--- config.mk ---
export PLATFORM = sky130hd
export DESIGN_NAME = id_stage_param
export DESIGN_NICKNAME = d
export VERILOG_FILES = /design/src/rtl/id_pkg.sv /design/src/rtl/id_regfile.sv /design/src/rtl/id_stage_param.sv
export SDC_FILE = /design/constraint.sdc
export NUM_CORES = 2
export LEC_CHECK = 0
export CAP_MARGIN = 20
export CORE_MARGIN = 2
export CORE_UTILIZATION = 55
export CTS_CLUSTER_SIZE = 40
export DETAILED_ROUTE_END_ITERATION = 12
export HOLD_SLACK_MARGIN = 0.1
export PLACE_DENSITY = 0.72
export SYNTH_ARGS = -nofsm -noshare
export SYNTH_HDL_FRONTEND = slang
export SYNTH_SLANG_ARGS = --single-unit
--- constraint.sdc ---
create_clock -name clk -period 51 [get_ports clk]
set_input_delay 7.65 -clock clk [delete_from_list [all_inputs] [get_ports clk]]
set_output_delay 7.65 -clock clk [all_outputs]
set_load 0.1 [all_outputs]
--- src/rtl/id_pkg.sv ---
// Shared decode definitions for the ID stage.
// Holds the opcode encodings, the control bundle carried into ID/EX,
// the bubble value and the opcode-to-control decoder.
package id_pkg;

    localparam logic [5:0] OP_RTYPE = 6'b000000;
    localparam logic [5:0] OP_ADDI  = 6'b001000;
    localparam logic [5:0] OP_ADDIU = 6'b001001;
    localparam logic [5:0] OP_ANDI  = 6'b001100;
    localparam logic [5:0] OP_BEQ   = 6'b000100;
    localparam logic [5:0] OP_BGEZ  = 6'b000001;
    localparam logic [5:0] OP_LW    = 6'b100011;
    localparam logic [5:0] OP_SW    = 6'b101011;

    // Control bundle: m[2] branch, m[1] mem read, m[0] mem write
    typedef struct packed {
        logic [5:0] ex;
        logic [2:0] m;
        logic [1:0] wb;
        logic       jump;
    } ctrl_t;

    localparam ctrl_t ID_CTRL_BUBBLE = '{ex: 6'b0, m: 3'b0, wb: 2'b0, jump: 1'b0};

    // Opcode to control; unknown opcodes decode to a bubble
    function automatic ctrl_t decode_ctrl(input logic [5:0] opcode);
        ctrl_t c;
        c = ID_CTRL_BUBBLE;
        case (opcode)
            OP_RTYPE: c = '{ex: 6'b100100, m: 3'b000, wb: 2'b10, jump: 1'b0};
            OP_ADDI,
            OP_ADDIU: c = '{ex: 6'b000001, m: 3'b000, wb: 2'b10, jump: 1'b0};
            OP_ANDI:  c = '{ex: 6'b000111, m: 3'b000, wb: 2'b10, jump: 1'b0};
            OP_BEQ:   c = '{ex: 6'b000010, m: 3'b100, wb: 2'b00, jump: 1'b1};
            OP_BGEZ:  c = '{ex: 6'b000100, m: 3'b100, wb: 2'b00, jump: 1'b1};
            OP_LW:    c = '{ex: 6'b000001, m: 3'b010, wb: 2'b11, jump: 1'b0};
            OP_SW:    c = '{ex: 6'b000001, m: 3'b001, wb: 2'b00, jump: 1'b0};
            default:  c = ID_CTRL_BUBBLE;
        endcase
        return c;
    endfunction

    // True for every opcode the decoder understands
    function automatic logic opcode_known(input logic [5:0] opcode);
        logic k;
        case (opcode)
            OP_RTYPE, OP_ADDI, OP_ADDIU, OP_ANDI,
            OP_BEQ, OP_BGEZ, OP_LW, OP_SW: k = 1'b1;
            default:                        k = 1'b0;
        endcase
        return k;
    endfunction

endpackage

--- src/rtl/id_regfile.sv ---
// Architectural register file with one clocked write port and two
// combinational read ports that bypass a same-cycle write.
// Ports: clk, rst (async, active high), we/waddr/wdata write port,
//        raddr_1/raddr_2 read addresses, rdata_1/rdata_2 read data.
module id_regfile
    import id_pkg::*;
#(
    parameter int unsigned DATA_W    = 32,
    parameter int unsigned REG_DEPTH = 32,
    parameter int unsigned ZERO_REG  = 1,
    localparam int unsigned ADDR_W   = $clog2(REG_DEPTH)
) (
    input  logic              clk,
    input  logic              rst,
    input  logic              we,
    input  logic [ADDR_W-1:0] waddr,
    input  logic [DATA_W-1:0] wdata,
    input  logic [ADDR_W-1:0] raddr_1,
    input  logic [ADDR_W-1:0] raddr_2,
    output logic [DATA_W-1:0] rdata_1,
    output logic [DATA_W-1:0] rdata_2
);

    logic [DATA_W-1:0] regs [REG_DEPTH];
    logic              wr_ok;

    // Writes to register 0 vanish when it is hard-wired to zero
    assign wr_ok = we && !(ZERO_REG != 0 && waddr == '0);

    // Write port
    always_ff @(posedge clk or posedge rst) begin
        if (rst) begin
            for (int i = 0; i < int'(REG_DEPTH); i++) begin
                regs[i] <= '0;
            end
        end else if (wr_ok) begin
            regs[waddr] <= wdata;
        end
    end

    // Read ports: write-through bypass, then zero-register override
    always_comb begin
        rdata_1 = regs[raddr_1];
        if (wr_ok && waddr == raddr_1) rdata_1 = wdata;
        if (ZERO_REG != 0 && raddr_1 == '0) rdata_1 = '0;
    end

    always_comb begin
        rdata_2 = regs[raddr_2];
        if (wr_ok && waddr == raddr_2) rdata_2 = wdata;
        if (ZERO_REG != 0 && raddr_2 == '0) rdata_2 = '0;
    end

endmodule

--- src/rtl/id_stage_param.sv ---
// Decode stage: register read, control decode, immediate extension,
// branch resolution, load-use stall and the ID/EX pipeline register.
// Ports: clk/rst; inst_in, if_valid, pc, flush_id from IF/ID;
//        wb_we/wb_addr/wb_data write-back; hold_pc/hold_if stall;
//        br/pc_branch/exception (combinational);
//        ex_valid, ex, m, wb, rs, rt, rd, imm, data_1, data_2 (ID/EX).
module id_stage_param
    import id_pkg::*;
#(
    parameter int unsigned DATA_W    = 32,
    parameter int unsigned REG_DEPTH = 32,
    parameter int unsigned LOAD_LAT  = 1,
    parameter int unsigned ZERO_REG  = 1,
    localparam int unsigned ADDR_W   = $clog2(REG_DEPTH)
) (
    input  logic              clk,
    input  logic              rst,
    input  logic [31:0]       inst_in,
    input  logic              if_valid,
    input  logic [DATA_W-1:0] pc,
    input  logic              flush_id,
    input  logic              wb_we,
    input  logic [ADDR_W-1:0] wb_addr,
    input  logic [DATA_W-1:0] wb_data,
    output logic              hold_pc,
    output logic              hold_if,
    output logic              br,
    output logic [DATA_W-1:0] pc_branch,
    output logic              exception,
    output logic              ex_valid,
    output logic [5:0]        ex,
    output logic [2:0]        m,
    output logic [1:0]        wb,
    output logic [ADDR_W-1:0] rs,
    output logic [ADDR_W-1:0] rt,
    output logic [ADDR_W-1:0] rd,
    output logic [DATA_W-1:0] imm,
    output logic [DATA_W-1:0] data_1,
    output logic [DATA_W-1:0] data_2
);

    localparam int unsigned CNT_W = 2;

    logic [5:0]        opcode;
    logic [ADDR_W-1:0] rs_id, rt_id, rd_id;
    logic [DATA_W-1:0] op1, op2, imm_ext;
    ctrl_t             ctrl;
    logic              taken, hz, stall, bubble;
    logic [CNT_W-1:0]  stall_cnt;

    assign opcode = inst_in[31:26];
    assign rs_id  = ADDR_W'(inst_in[25:21]);
    assign rt_id  = ADDR_W'(inst_in[20:16]);
    assign rd_id  = ADDR_W'(inst_in[15:11]);
    assign ctrl   = decode_ctrl(opcode);

    id_regfile #(
        .DATA_W    (DATA_W),
        .REG_DEPTH (REG_DEPTH),
        .ZERO_REG  (ZERO_REG)
    ) u_regfile (
        .clk     (clk),
        .rst     (rst),
        .we      (wb_we),
        .waddr   (wb_addr),
        .wdata   (wb_data),
        .raddr_1 (rs_id),
        .raddr_2 (rt_id),
        .rdata_1 (op1),
        .rdata_2 (op2)
    );

    // ANDI is the only zero-extending immediate
    always_comb begin
        if (opcode == OP_ANDI) imm_ext = DATA_W'(inst_in[15:0]);
        else                   imm_ext = {{(DATA_W-16){inst_in[15]}}, inst_in[15:0]};
    end

    assign pc_branch = pc + DATA_W'(4) + (imm_ext << 2);

    // Branch condition on the bypassed operands
    always_comb begin
        taken = 1'b0;
        case (opcode)
            OP_BEQ:  taken = (op1 == op2);
            OP_BGEZ: taken = !op1[DATA_W-1];
            default: taken = 1'b0;
        endcase
    end

    // Load in EX whose target feeds the instruction in ID
    assign hz = ex_valid && m[1] && (rt == rs_id || rt == rt_id)
                && !(ZERO_REG != 0 && rt == '0);

    assign stall     = (hz || stall_cnt != '0) && !flush_id && if_valid;
    assign hold_pc   = stall;
    assign hold_if   = stall;
    assign exception = !opcode_known(opcode) && if_valid && !flush_id;
    assign br        = taken && ctrl.jump && if_valid && !flush_id && !stall;
    assign bubble    = stall || flush_id || !if_valid || exception;

    // Remaining stall cycles after the one that detected the hazard
    always_ff @(posedge clk or posedge rst) begin
        if (rst) begin
            stall_cnt <= '0;
        end else if (!stall) begin
            stall_cnt <= '0;
        end else if (stall_cnt != '0) begin
            stall_cnt <= stall_cnt - CNT_W'(1);
        end else begin
            stall_cnt <= CNT_W'(LOAD_LAT - 1);
        end
    end

    // ID/EX register; operand fields are captured even for bubbles
    always_ff @(posedge clk or posedge rst) begin
        if (rst) begin
            ex_valid <= 1'b0;
            ex       <= '0;
            m        <= '0;
            wb       <= '0;
            rs       <= '0;
            rt       <= '0;
            rd       <= '0;
            imm      <= '0;
            data_1   <= '0;
            data_2   <= '0;
        end else begin
            ex_valid <= !bubble;
            ex       <= bubble ? '0 : ctrl.ex;
            m        <= bubble ? '0 : ctrl.m;
            wb       <= bubble ? '0 : ctrl.wb;
            rs       <= rs_id;
            rt       <= rt_id;
            rd       <= rd_id;
            imm      <= imm_ext;
            data_1   <= op1;
            data_2   <= op2;
        end
    end

endmodule

### Word level (Yosys, flattened, before mapping)

Index checks and enable logic that the tools add are counted.

* flip-flop bits (word level): 1149
* bits in latches: 0
* RAM bits: 0
* ROM bits: 0
* input port bits: 106
* output and inout port bits: 159
* logic and storage cells: 123
* memories: 0

* add/subtract/negate cells: 3
* multipliers: 0
* divide/modulo/power cells: 0
* $lt $le $gt $ge: 4
* equality and inequality tests: 12
* shift operators: 0
* multiplexer cells: 22
* bitwise gates (word level): 3
* reduce and logical (&&, ||, !) cells: 36

Operators with widths (number)
* 1024-bit bitwise mux: 1
* 32-bit binary-select mux with 5-bit select: 2
* 32-bit two-way mux: 10
* 32-bit demux with 5-bit select: 1
* 12-bit one-hot mux with 7 select lines: 1
* 32-bit by 3-bit adder with 32-bit output, second input constant: 1
* 32-bit adder: 1
* 32-bit == test: 1
* 5-bit == test: 4
* 5-bit logical NOT: 4
* 6-bit by 4-bit == test with 1-bit output, second input constant: 3
* 6-bit greater-or-equal comparator, second input constant: 3
* 5-bit inverter with 6-bit output: 3
* 1-bit logical AND: 15
* 6-bit == test, second input constant: 2
* 1-bit logical NOT: 8
* 8-bit OR reduction: 1
* 6-bit by 1-bit == test with 1-bit output, second input constant: 1
* 6-bit by 3-bit == test with 1-bit output, second input constant: 1
* 6-bit logical NOT: 1
* 6-bit by 1-bit less-than comparator with 1-bit output, second input constant: 1
* 2-bit two-way mux: 3
* 6-bit two-way mux: 1
* 1-bit logical OR: 5
* 6 further kinds: 6

### Depth between registers and ports, before layout

* depth after elaboration: 12
* gate-level depth with buffers: 15
* gate-level depth less buffers: 15

### By module

From an unflattened synthesis, not the netlist that was laid out.

* cells, all modules: 4481
* area total of the unflattened synthesis: 61106.1 µm²

Modules (own cells, without submodules)
* id_regfile: times used 1, cells each 4000, area each 55754.7 µm², seq. area each 25624.6 µm²
* id_stage_param: times used 1, cells each 481, area each 5351.4 µm², seq. area each 2552.4 µm²

### Least setup slack after synthesis

OpenSTA, ideal clock, no wires.

* kind: in2out
* start point: in inst_in[31]
* end point: out pc_branch[28]
* arrival time: 11.841 ns
* required time: 43.350 ns
* path slack: 31.509 ns
* cell stages on the path: 14
* buffers on the path: 0
* cells stage by stage: nor4_1 nand2_1 o21a_1 ha_1 ha_1 a21o_1 a21o_1 a21o_1 a21oi_1 o21bai_1 a21o_1 a221oi_1 o31ai_1 xor2_1

* cells in the longest elaborated chain, start to end: 3

RTL lines
* from (decl): RTL line id_stage_param.sv:18 `input logic [31:0] inst_in,`
* 6-bit by 4-bit == test with 1-bit output: RTL line id_stage_param.sv:75 `if (opcode == OP_ANDI) imm_ext = DATA_W'(inst_in[15:0]);`
* 32-bit two-way mux: RTL line id_stage_param.sv:75
* via imm_ext[16]: RTL line id_stage_param.sv:46 `logic [DATA_W-1:0] op1, op2, imm_ext;`
* 32-bit adder: RTL line id_stage_param.sv:79 `assign pc_branch = pc + DATA_W'(4) + (imm_ext << 2);`
* to (decl): RTL line id_stage_param.sv:28 `output logic [DATA_W-1:0] pc_branch,`

The timed path passes the listed nets, and every way through them passes these cells.

### Final worst setup path

* start point: in inst_in[16]
* end point: out br

* cells in the longest elaborated chain, start to end: 12
* elaborated cells on any way between the ends: 23
* those cells by class: eq/ne: 3; mux: 6; bitwise: 1; reduce/logical: 13

RTL lines
* 5-bit inverter with 6-bit output (not written as such): RTL line id_regfile.sv:49 `rdata_2 = regs[raddr_2];`
* 32-bit binary-select mux with 5-bit select: RTL line id_regfile.sv:49
* 32-bit two-way mux (not written as such) (2 in a row): RTL line id_regfile.sv:49
* 32-bit two-way mux: RTL line id_regfile.sv:50 `if (wr_ok && waddr == raddr_2) rdata_2 = wdata;`
* 32-bit two-way mux *: RTL line id_regfile.sv:51 `if (ZERO_REG != 0 && raddr_2 == '0) rdata_2 = '0;`
* via op2[9]: RTL line id_stage_param.sv:46
* 32-bit == test *: RTL line id_stage_param.sv:85 `OP_BEQ: taken = (op1 == op2);`
* 1-bit one-hot mux with 2 select lines *: RTL line id_stage_param.sv:84 `case (opcode)`
* 1-bit logical AND * (4 in a row): RTL line id_stage_param.sv:99 `assign br = taken && ctrl.jump && if_valid && !flush_id && !stall;`
* to (decl): RTL line id_stage_param.sv:27 `output logic br,`

Mark *: on every way through the listed nets, which the timed path passes. The rest lies on a longest branch. The select of a mux whose other input is x is not followed.

==> impl_metrics.toml <==
[global_routing]
grt-ovfl-total = 0
grt_pass1_vias = 40830
grt_first_pass_wirelength_mm = 281.8
grt_max_degree = 181
grt_usage_pct = 34.44
antenna_found_initial = 6

[setup_path]
path_cells = "buf_8, buf_4, buf_12, buf_4, buf_4, mux4_2, mux4_2, nand2_1, nand3_1, xnor2_1, nand4_1, a211oi_1, a41o_1, clkdlybuf4s50_1"
reg2reg_slack_ps = 48610
cp_max_fo = 81
cpPeakStageDelay_ps = 1190
required_ps = 43350
cp-start-kind = "primary input"
crit_path_end_kind = "output pin"
crit_family = "buffers and inverters"
crit_slowest_cell = "clkdlybuf4s50_1"
cp_num_buf_inv = 6
crit_top_cell = "buf_4"
worst-endpoint-arrival_ps = 15340
path_class = "primary input to output pin"

[timing]
tightestPinTransition_ps = 1184
hold_viol = 0
fin_crit_sh_pct = 45.08
max-slew-margin-rel_pct = 20.64
fin_crit_ps = 22990
slew_violations = 0
grt_setup_unrepaired = "false"
clock.fmax_ghz = 0.04350
fin_tns_setup_ps = 0
setup_viol = 0
whs_ps = 379.5
clock_skew_ps = 24.53

[cts]
ctsHtreeMaxLevel = 3
cts_buffer_depth = 3
cts_buffers = 119
cts_resized = 0
insertion_delay_ps = 730
cts_tree = "done"
root_buffer = "clkbuf_16"
path_clk_slew_ps = 60
clock-sinks = 1126
post_cts_buffers = 0
hold_buffers = 0

[place]
dp_hpwl_mm = 113.2
place_area_mm2 = 0.06361
port_buffers = 258
place.gp.congestion = 0.8760

[route]
wirelength_mm = 190.4
viasPerCell = 6.996
drt_first_pass_iters = 8
drt-wirelength-per-cell_um = 33.17
drtIter0Drc = 4313
final_antenna_net_count = 0
drt-met1-wl_mm = 72.98
wl_met3_mm = 15.90
drc_errors = 0
top_layer_used = "met5"
met2_wirelength_mm = 89.79
vias = 40170

[floorplanning]
initial_utilization_pct = 55.32
design.portCount = 265
die_w_um = 334.7
dieArea_mm2 = 0.1120
die_h_um = 334.7
row_count = 121
core_mm2 = 0.1087

[cells_and_area]
multi_input_area_mm2 = 0.02996
fill_cells = 8029
regArea_mm2 = 0.02818
layout.nets = 4391
area_growth_pct = 12.56
drive_above_1_share_pct = 43.12
stdcell_area_mm2 = 0.06768

[job]
cap_violations = 0

[synthesis]
synth_edf_count = 0
async_flop_share_pct = 100.0
ys_ff_latch = 1126
netlist_area_mm2 = 0.06013
synth_area_per_cell_um2 = 14.43
ys_seq_area_share_pct = 46.86
synth_ff_type = "dfrtp_1"
synthCells = 4167
synth.distinct_cells = 75
yosysWarnings = 0

[status]
outcome = "complete, no violations"

[power_and_ir_drop]
p_leak_nw = 29.22
p_per_area_mw_per_mm2 = 41.44
power.total_mw = 2.805
peakVddDrop_uv = 35.63

[worst_hold_path]
hold_path.class = "register to register"
## placed cells by master (no fill, tap or decap), types with 23 or more instances in the layout
master	count
nor2b_1	23
buf_4	121
a22oi_1	24
clkdlybuf4s50_1	248
mux2_2	969
nand2_1	173
o21ai_0	93
nor2_1	70
a21oi_1	66
a211oi_1	35
mux4_2	523
dfrtp_1	1126
o22ai_1	33
clkbuf_16	124
nand3_1	31
ha_1	57
nor3_1	33
mux2i_1	82
clkbuf_1	32
xnor2_1	60
## cell usage after synthesis, types with 6 or more instances
cell	number	area [um^2]
nand4_1	10	62.56
ha_1	57	713.2
a21o_1	19	142.6
buf_2	63	315.3
dfrtp_1	1126	28180
a21oi_1	66	330.3
xor2_1	19	166.4
xnor2_1	60	525.5
a221oi_1	13	113.9
buf_4	49	367.9
a22oi_1	24	180.2
a2111oi_0	20	175.2
o21bai_1	6	45.04
o22ai_1	33	206.5
nor3b_1	6	45.04
nor2b_1	23	143.9
nand2_1	188	705.7
nand3b_1	6	45.04
nand2b_1	8	50.05
buf_6	15	168.9
nand3_1	31	155.2
a211oi_1	35	262.8
and2_1	11	68.82
buf_1	32	120.1
mux2_2	969	10910
a211o_1	9	78.83
nor2_1	85	319.1
inv_1	22	82.58
a32oi_1	11	96.34
o21ai_0	93	465.5
nor3_1	34	170.2
mux4_2	523	11780
mux2i_1	82	820.8
clkbuf_1	286	1074
and3_1	18	112.6
o21a_1	10	75.07
nor4_1	10	62.56
a221o_1	10	100.1
## area by class of cell
cell class              count  area share (%)
repair buffers            385           5.403
well taps                1414           2.614
flip-flops and latches   1126           41.63
clock buffers             176           5.152
inverters                  26          0.1590
diodes                      4         0.01479
clock inverters            41          0.7635
multi-input cells        2569           44.26
## final timing paths
kind | startpoint | to | depth (start not counted)
hold / removal | u_regfile.regs[1009]$_DFFE_PP0P_ | u_regfile.regs[1009]$_DFFE_PP0P_ | 0
min in group asynchronous | rst | imm[13]$_DFF_PP0_ | 2
max in group asynchronous | rst | u_regfile.regs[861]$_DFFE_PP0P_ | 5
setup / recovery | inst_in[16] | br | 14
setup reg to reg | rt[0]$_DFF_PP0_ | ex[1]$_DFF_PP0_ | 5
hold reg to reg | u_regfile.regs[1009]$_DFFE_PP0P_ | u_regfile.regs[1009]$_DFFE_PP0P_ | 0
## per-layer routing
layer / vias up / global-route usage [%]
met2: 2084 / 53.82
met1: 21450 / 46.23
li1: 16050 / -
met5: - / 0
met3: 582 / 6.667
met4: 4 / 18.00
## flip-flops by register name, summed over array words and instances (netlist names)
name,cells
u_regfile.regs,1024
data_1,32
data_2,32
imm,17
rs,5
rt,5
ex,4
m,2
stall_cnt,2
wb,2
ex_valid,1
## cells by family (layout without fill, tap and decap cells)
| logic type | after synthesis | in the layout | synth area share [%] |
|---|---|---|---|
| xor gates and xnor gates | 79 | 79 | 1.151 |
| and+or+nand+nor | 460 | 460 | 3.608 |
| adders and majority gates | 58 | 58 | 1.219 |
| buffers and inverters | 473 | 628 | 3.614 |
| AOI/OAI and AO/OA | 396 | 396 | 4.442 |
| other | 1 | 6 | 0.006236 |
| muxes | 1574 | 1574 | 39.10 |
| DFF | 1126 | 1126 | 46.86 |
## stage by stage
stage | setup slack [ps] | util (%) | instances
2_1_floorplan | 11640 | - | 4168
3_3_place_gp | 28120 | 58.50 | 5516
3_5_place_dp | 28080 | 58.52 | 5517
4_1_cts | 28080 | 62.20 | 5734
5_1_grt | 27660 | 62.26 | 5738
6_report | 28010 | 62.27 | 5741
## where the power goes
| group | internal [mW] | switching (mW) |
|---|---|---|
| logic | 0.342 | 0.381 |
| clock network | 0.526 | 0.371 |
| registers | 1.06 | 0.126 |
| total | 1.93 | 0.878 |
No activity file was read; power rests on OpenSTA's default activity.
